`src/rtl/pipe_skid_reg.sv`:
```
// Two-entry skid stage register: registered in_ready, one beat per cycle under backpressure.
// Optional stall counter port enabled by defining PIPE_SKID_STATS_EN.
module pipe_skid_reg #(
    parameter int unsigned WIDTH = 64
) (
    input  logic             clk,
    input  logic             reset,
    input  logic             flush,
    input  logic             in_valid,
    output logic             in_ready,
    input  logic [WIDTH-1:0] in_data,
    output logic             out_valid,
    input  logic             out_ready,
    output logic [WIDTH-1:0] out_data
`ifdef PIPE_SKID_STATS_EN
    ,
    output logic [31:0]      stall_cnt
`endif
);

    // Bit 1 is skid_valid, bit 0 is main_valid; 2'b10 is never produced.
    typedef enum logic [1:0] {
        ST_EMPTY = 2'b00,
        ST_ONE   = 2'b01,
        ST_FULL  = 2'b11
    } state_e;

    state_e           state_q, state_d;
    logic [WIDTH-1:0] main_q, main_d;
    logic [WIDTH-1:0] skid_q, skid_d;
    logic             accept_c;
    logic             drain_c;

    assign out_valid = state_q[0];
    assign in_ready  = ~state_q[1];
    assign out_data  = main_q;

    assign accept_c = in_valid & in_ready;
    assign drain_c  = out_valid & out_ready;

    // Next-state and data steering; flush overrides every transition.
    always_comb begin
        state_d = state_q;
        main_d  = main_q;
        skid_d  = skid_q;
        if (flush) begin
            state_d = ST_EMPTY;
        end else begin
            case (state_q)
                ST_EMPTY: begin
                    if (accept_c) begin
                        main_d  = in_data;
                        state_d = ST_ONE;
                    end
                end
                ST_ONE: begin
                    if (accept_c && drain_c) begin
                        main_d = in_data;
                    end else if (accept_c) begin
                        skid_d  = in_data;
                        state_d = ST_FULL;
                    end else if (drain_c) begin
                        state_d = ST_EMPTY;
                    end
                end
                ST_FULL: begin
                    if (drain_c) begin
                        main_d  = skid_q;
                        state_d = ST_ONE;
                    end
                end
                default: state_d = ST_EMPTY;
            endcase
        end
    end

    always_ff @(posedge clk or negedge reset) begin
        if (!reset) begin
            state_q <= ST_EMPTY;
            main_q  <= '0;
            skid_q  <= '0;
        end else begin
            state_q <= state_d;
            main_q  <= main_d;
            skid_q  <= skid_d;
        end
    end

`ifdef PIPE_SKID_STATS_EN
    localparam int unsigned CNT_W = 32;

    logic [CNT_W-1:0] stall_q, stall_d;

    // Saturating count of cycles where a held beat is refused downstream.
    always_comb begin
        stall_d = stall_q;
        if (out_valid && !out_ready && (stall_q != '1)) begin
            stall_d = stall_q + CNT_W'(1);
        end
    end

    always_ff @(posedge clk or negedge reset) begin
        if (!reset) begin
            stall_q <= '0;
        end else begin
            stall_q <= stall_d;
        end
    end

    assign stall_cnt = stall_q;
`endif

endmodule

```
`config.mk`:
```
export PLATFORM = sky130hd
export DESIGN_NAME = pipe_skid_reg
export DESIGN_NICKNAME = d
export VERILOG_FILES = /design/src/rtl/pipe_skid_reg.sv
export SDC_FILE = /design/constraint.sdc
export NUM_CORES = 1
export LEC_CHECK = 0
export BUFFER_PORTS_ARGS = -buffer_cell sky130_fd_sc_hd__buf_2
export CAP_MARGIN = 10
export CORE_MARGIN = 5
export CORE_UTILIZATION = 30
export DETAILED_ROUTE_END_ITERATION = 10
export HOLD_SLACK_MARGIN = 0.05
export SLEW_MARGIN = 20
export SYNTH_ARGS = -nofsm -noshare
export SYNTH_HDL_FRONTEND = slang
export SYNTH_SLANG_ARGS = --single-unit
export TNS_END_PERCENT = 30
```
`constraint.sdc`:
```
create_clock -name clk -period 2.63 [get_ports clk]
set_clock_uncertainty 0.2 [all_clocks]
set_input_delay 0.1315 -clock clk [delete_from_list [all_inputs] [get_ports clk]]
set_output_delay 0.1315 -clock clk [all_outputs]
set_load 0.02 [all_outputs]
```
==> flow_metrics.env, run 1 <==
export IMPL_timing_rr_end="state_q[0]"
export IMPL_clk_latency_ps=410
export IMPL_final_cells=852
export IMPL_ys_ff_latch=130
export IMPL_finalHoldViolCount=0
export IMPL_fin_nets=647
export IMPL_syn_area_per_cell_um2=16.3
export IMPL_boundaryPins=135
export IMPL_clk_pin_slew_worst_paths_ps=60
export IMPL_hold_path_class="input port to async pin"
export IMPL_grt_pass1_wl_um=21300
export IMPL_max_vdd_ir_drop_uv=436
export IMPL_grt_remaining_overflow=0
export IMPL_grt_pass1_vias=4271
export IMPL_crit_type="flip-flop to flip-flop"
export IMPL_postRouteAntennaNets=0
export IMPL_grt_max_degree=131
export IMPL_fin_setup_tns_ps=0
export IMPL_final_common_cell="buf_2"
export IMPL_relSlewSlack=0.533
export IMPL_antenna_found_initial=0
export IMPL_initial_core_util=0.306
export IMPL_row_count=51
export IMPL_required_ps=2770
export IMPL_htreeDepth=4
export IMPL_period_share=0.956
export IMPL_die_area_um2=22800
export IMPL_cp_arrival_ps=2660
export IMPL_grt_usage=0.119
export IMPL_firstDrtPassIters=4
export IMPL_io_buffer_count=134
export IMPL_core_area_um2=19500
export IMPL_endpoint_kind="flip-flop"
export IMPL_wl_per_cell_um=15.3
export IMPL_die_w_um=151
export IMPL_cap_violations=0
export IMPL_startpoint="state_q[0]"
export IMPL_gp_congestion=0.700
export IMPL_synth_cells=366
export IMPL_syn_area_um2=5970
export IMPL_n_antenna_cell=0
export IMPL_worst_r2r_path_depth=6
export IMPL_post_cts_resized=0
export IMPL_drc=0
export IMPL_drive_above_1_share=0.624
export IMPL_status="completed"
export IMPL_critPathMaxFanout=6
export IMPL_cts_root_buf="clkbuf_16"
export IMPL_ys_warn_count=0
export IMPL_clock_path_buffers=2
export IMPL_synth_cell_types=21
export IMPL_vias=3735
export IMPL_wl_um=13100
export IMPL_dieHeight_um=151
export IMPL_fmax_mhz=398
export IMPL_r2r_slack_ps=120
export IMPL_synth_nets=439
export IMPL_p_leak_nw=3.86
export IMPL_min_period_ps=2510
export IMPL_ys_seq_area_frac=0.545
export IMPL_cts_tree="yes"
export IMPL_areaGrowthSynthToFinish_pct=37.8
export IMPL_place_hpwl_um=8470
export IMPL_rsz0062_at_grt="no"
export IMPL_layout_common_cells="buf_2, mux2_2, dfrtp_1"
export IMPL_maxSlewViolCount=0
export IMPL_placed_cells=752
export IMPL_drt_iter0_markers=59
export IMPL_setup_violations=0
export IMPL_rr_startpoint="state_q[0]"
export IMPL_viasPerCell=4.38
export IMPL_cp_start_kind="flip-flop"
export IMPL_numCtsBuffers=17
export IMPL_clock_sinks=130
export IMPL_tightest_slew_ps=701
export IMPL_powerDensity_nw_per_um2=1130
export IMPL_fin_util=0.421
==> cell type report <==
cell class              instances  area, um2
fillers                      1799      11300
well taps                     265        332
inverters                       3       11.3
repair buffers                209       1460
clock inverters                10        133
clock buffers                  22        464
flip-flops and latches        130       3250
multi-input cells             213       2570
==> stage by stage <==
| step | hold WS (ps) | setup slack [ps] | power [mW] | area [um2] |
|---|---|---|---|---|
| after floorplan | -364 | 456 | 5.90 | 5970 |
| after global placement | 96.2 | 609 | 6.79 | 6950 |
| after detailed placement | 108 | 512 | 6.95 | 6950 |
| after CTS | 207 | 165 | 9.47 | 8220 |
| after global routing | 227 | 16.1 | 9.90 | 8220 |
| final | 188 | 116 | 9.33 | 8220 |
==> worst max-delay path by stage <==
stage | endpoint | slack (ps) | cells past startpoint
3_3_place_gp | out_data[17] | 610 | 4
2_1_floorplan | out_data[0] | 460 | 5
5_1_grt | state_q[0] | 20 | 6
4_1_cts | state_q[0] | 160 | 6
6_report | state_q[0] | 120 | 6
3_5_place_dp | skid_q[23] | 510 | 5
==> cells in the mapped netlist <==
cell      count  area share
a21boi_0      1      0.0013
a22oi_1       1      0.0013
and2b_2       1      0.0015
buf_1         4      0.0025
buf_2        10      0.0084
buf_6         6       0.011
dfrtp_1     130        0.55
ha_1          4      0.0084
inv_1         3      0.0019
mux2_2      132        0.25
mux2_4       60        0.15
mux2i_1       2      0.0034
nand2_1       2      0.0013
nand2b_4      1      0.0023
nand3_1       1     0.00084
nand3_4       1      0.0029
nand4b_1      1      0.0015
nor2_1        1     0.00063
o21ai_0       2      0.0017
or2b_1        2      0.0025
xnor2_1       1      0.0015
==> kinds of logic (layout without fill, tap and decap cells) <==
family / count (synthesis) / in the layout / share of synthesized area
and+or+nand+nor: 10 / 10 / 0.0134
AOI/OAI and AO/OA: 4 / 4 / 0.00419
DFF: 130 / 130 / 0.545
buffers and inverters: 23 / 244 / 0.0241
xor gates and xnor gates: 1 / 1 / 0.00147
muxes: 194 / 194 / 0.403
adders and majority gates: 4 / 4 / 0.00839
==> per-layer routing <==
metal	GRT usage	routed length, um	vias up
li1	-	-	1719
met1	0.141	5630	1906
met2	0.202	6490	98
met3	0.0398	787	12
met4	0.0413	172	0
met5	0	0	-
==> registers in the layout (all words and copies together) (netlist names) <==
signal	flops
skid_q	64
out_data	64
state_q	2
==> where the power goes <==
part	switching (mW)	internal [mW]
Combinational	1.56	1.84
Clock	0.836	1.53
Sequential	0.544	3.02
Total	2.94	6.39
==> repair_timing <==
action,4_1_cts,5_1_grt
hold buffers,68,0
setup buffers,0,0
hold endpoints to repair,260,0
endpoints found under the setup margin,0,0
==> worst max-delay path, cell delays in order, from the launching register on <==
cell and delay (ps):
dfrtp_1 440, inv_1 100, ha_1 210, a22oi_1 320, a21boi_0 400, mux2i_1 230, dlygate4sd3_1 560
Note: power is estimated with default switching activity, not from simulation.
==> run 2, diff against run 1 <==
- REMOVE_ABC_BUFFERS: not set -> 1
==> flow_metrics.env, run 2 (same netlist as run 1, synthesis figures left out) <==
export IMPL_cpMaxStageDelayCell="dlygate4sd3_1"
export IMPL_clk_pin_slew_worst_paths_ps=60
export IMPL_endpoint="state_q[1]"
export IMPL_setup_violations=0
export IMPL_fin_nets=647
export IMPL_rsz0062_at_grt="no"
export IMPL_cts_tree="yes"
export IMPL_wl_per_cell_um=15.2
export IMPL_firstDrtPassIters=4
export IMPL_cap_violations=0
export IMPL_cpPeakStageDelay_ps=560
export IMPL_path_cells="inv_1 -> ha_1 -> a22oi_1 -> a21boi_1 -> mux2i_1 -> dlygate4sd3_1"
export IMPL_layout_common_cells="buf_2, mux2_2, dfrtp_1"
export IMPL_drt_iter0_markers=85
export IMPL_fin_setup_tns_ps=0
export IMPL_numCtsBuffers=17
export IMPL_antenna_found_initial=0
export IMPL_grt_usage=0.118
export IMPL_areaGrowthSynthToFinish_pct=39.0
export IMPL_tightest_slew_ps=718
export IMPL_boundaryPins=135
export IMPL_hold_path_class="input port to async pin"
export IMPL_top_usage_layer="met2"
export IMPL_critPathMaxFanout=6
export IMPL_wl_um=13000
export IMPL_min_period_ps=2440
export IMPL_required_ps=2780
export IMPL_grt_pass1_wl_um=21100
export IMPL_final_common_cell="buf_2"
export IMPL_period_share=0.927
export IMPL_relSlewSlack=0.521
export IMPL_htreeDepth=4
export IMPL_postRouteAntennaNets=0
export IMPL_use_met1=0.140
export IMPL_powerDensity_nw_per_um2=1150
export IMPL_crit_type="flip-flop to flip-flop"
export IMPL_grt_pass1_vias=4202
export IMPL_place_hpwl_um=8260
export IMPL_worst_r2r_path_depth=6
export IMPL_cts_root_buf="clkbuf_16"
export IMPL_io_buffer_count=134
export IMPL_gp_congestion=0.674
export IMPL_total_power_mw=9.52
export IMPL_grt_remaining_overflow=0
export IMPL_status="completed"
export IMPL_clk_latency_ps=410
export IMPL_startpoint="state_q[0]"
export IMPL_endpoint_kind="flip-flop"
export IMPL_cp_start_kind="flip-flop"
export IMPL_initial_core_util=0.306
export IMPL_clock_path_buffers=2
export IMPL_n_antenna_cell=0
export IMPL_timing_rr_end="state_q[1]"
export IMPL_grt_max_degree=131
export IMPL_max_vdd_ir_drop_uv=453
export IMPL_finalHoldViolCount=0
export IMPL_maxSlewViolCount=0
export IMPL_die_area_um2=22800
export IMPL_vias=3761
export IMPL_grt_use_met2=0.198
export IMPL_dieHeight_um=151
export IMPL_viasPerCell=4.41
export IMPL_r2r_slack_ps=190
export IMPL_die_w_um=151
export IMPL_grt_use_met3=0.0404
export IMPL_drc=0
export IMPL_fmax_mhz=410
export IMPL_core_area_um2=19500
export IMPL_cp_arrival_ps=2590
export IMPL_drive_above_1_share=0.627
export IMPL_rr_startpoint="state_q[0]"
export IMPL_clock_sinks=130
export IMPL_p_leak_nw=3.90
export IMPL_row_count=51
-- run 2: cell count changes in the layout (fill, tap and decap cells not counted), sizes merged --
cell      previous run  this run
clkbuf              22        23
clkinv               4         3
clkinvlp             3         2
bufinv               3         4
-- run 2: routing by layer --
metal | wire [um] | share of wire | up-vias
met1 | 5580 | 0.43 | 1918
met2 | 6420 | 0.49 | 95
met5 | 0 | 0 | -
met4 | 204 | 0.016 | 0
met3 | 771 | 0.059 | 19
li1 | - | - | 1729
-- run 2: what timing repair did --
action                                 in CTS  in global routing
setup endpoints to repair                   0                  1
endpoints found under the hold margin     260                  0
buffers inserted                            0                  0
hold buffers                               68                  0
gates resized for setup                     0                  1
-- run 2: through the flow --
stage	instance area, um2	instances	worst slack [ps]	utilization	hold WS (ps)
6_report	8300	852	192	0.425	160
5_1_grt	8300	852	47.2	0.425	200
4_1_cts	8300	852	107	0.425	197
3_5_place_dp	6970	752	542	0.357	105
3_3_place_gp	6970	752	611	0.357	95.3
2_1_floorplan	5840	346	-1510	-	-364
-- run 2: where the power goes --
group | internal [mW] | switching, mW
clock network | 1.71 | 0.863
registers | 3.02 | 0.531
logic | 1.84 | 1.56
total | 6.56 | 2.95
-- run 2: critical path, delay by kind of cell (launching register included) --
family,cells,cell delay (ps)
adders and majority gates,1,200
DFF,1,460
AOI/OAI and AO/OA,2,650
muxes,1,210
buffers and inverters,2,660
-- run 2: worst min-delay path by stage --
stage	endpoint	slack, ps
finish	out_data[7]	160
global route	state_q[0]	200
CTS	state_q[0]	200
detailed placement	out_data[7]	100
global placement	out_data[6]	100
floorplan	out_data[0]	-360
-- run 2: final cells by class --
class | count | area [um2]
Timing Repair Buffer | 209 | 1470
Clock inverter | 9 | 150
Clock buffer | 23 | 498
Sequential cell | 130 | 3250
Tap cell | 265 | 332
Multi-Input combinational cell | 213 | 2580
Inverter | 3 | 11.3
Fill cell | 1823 | 11200
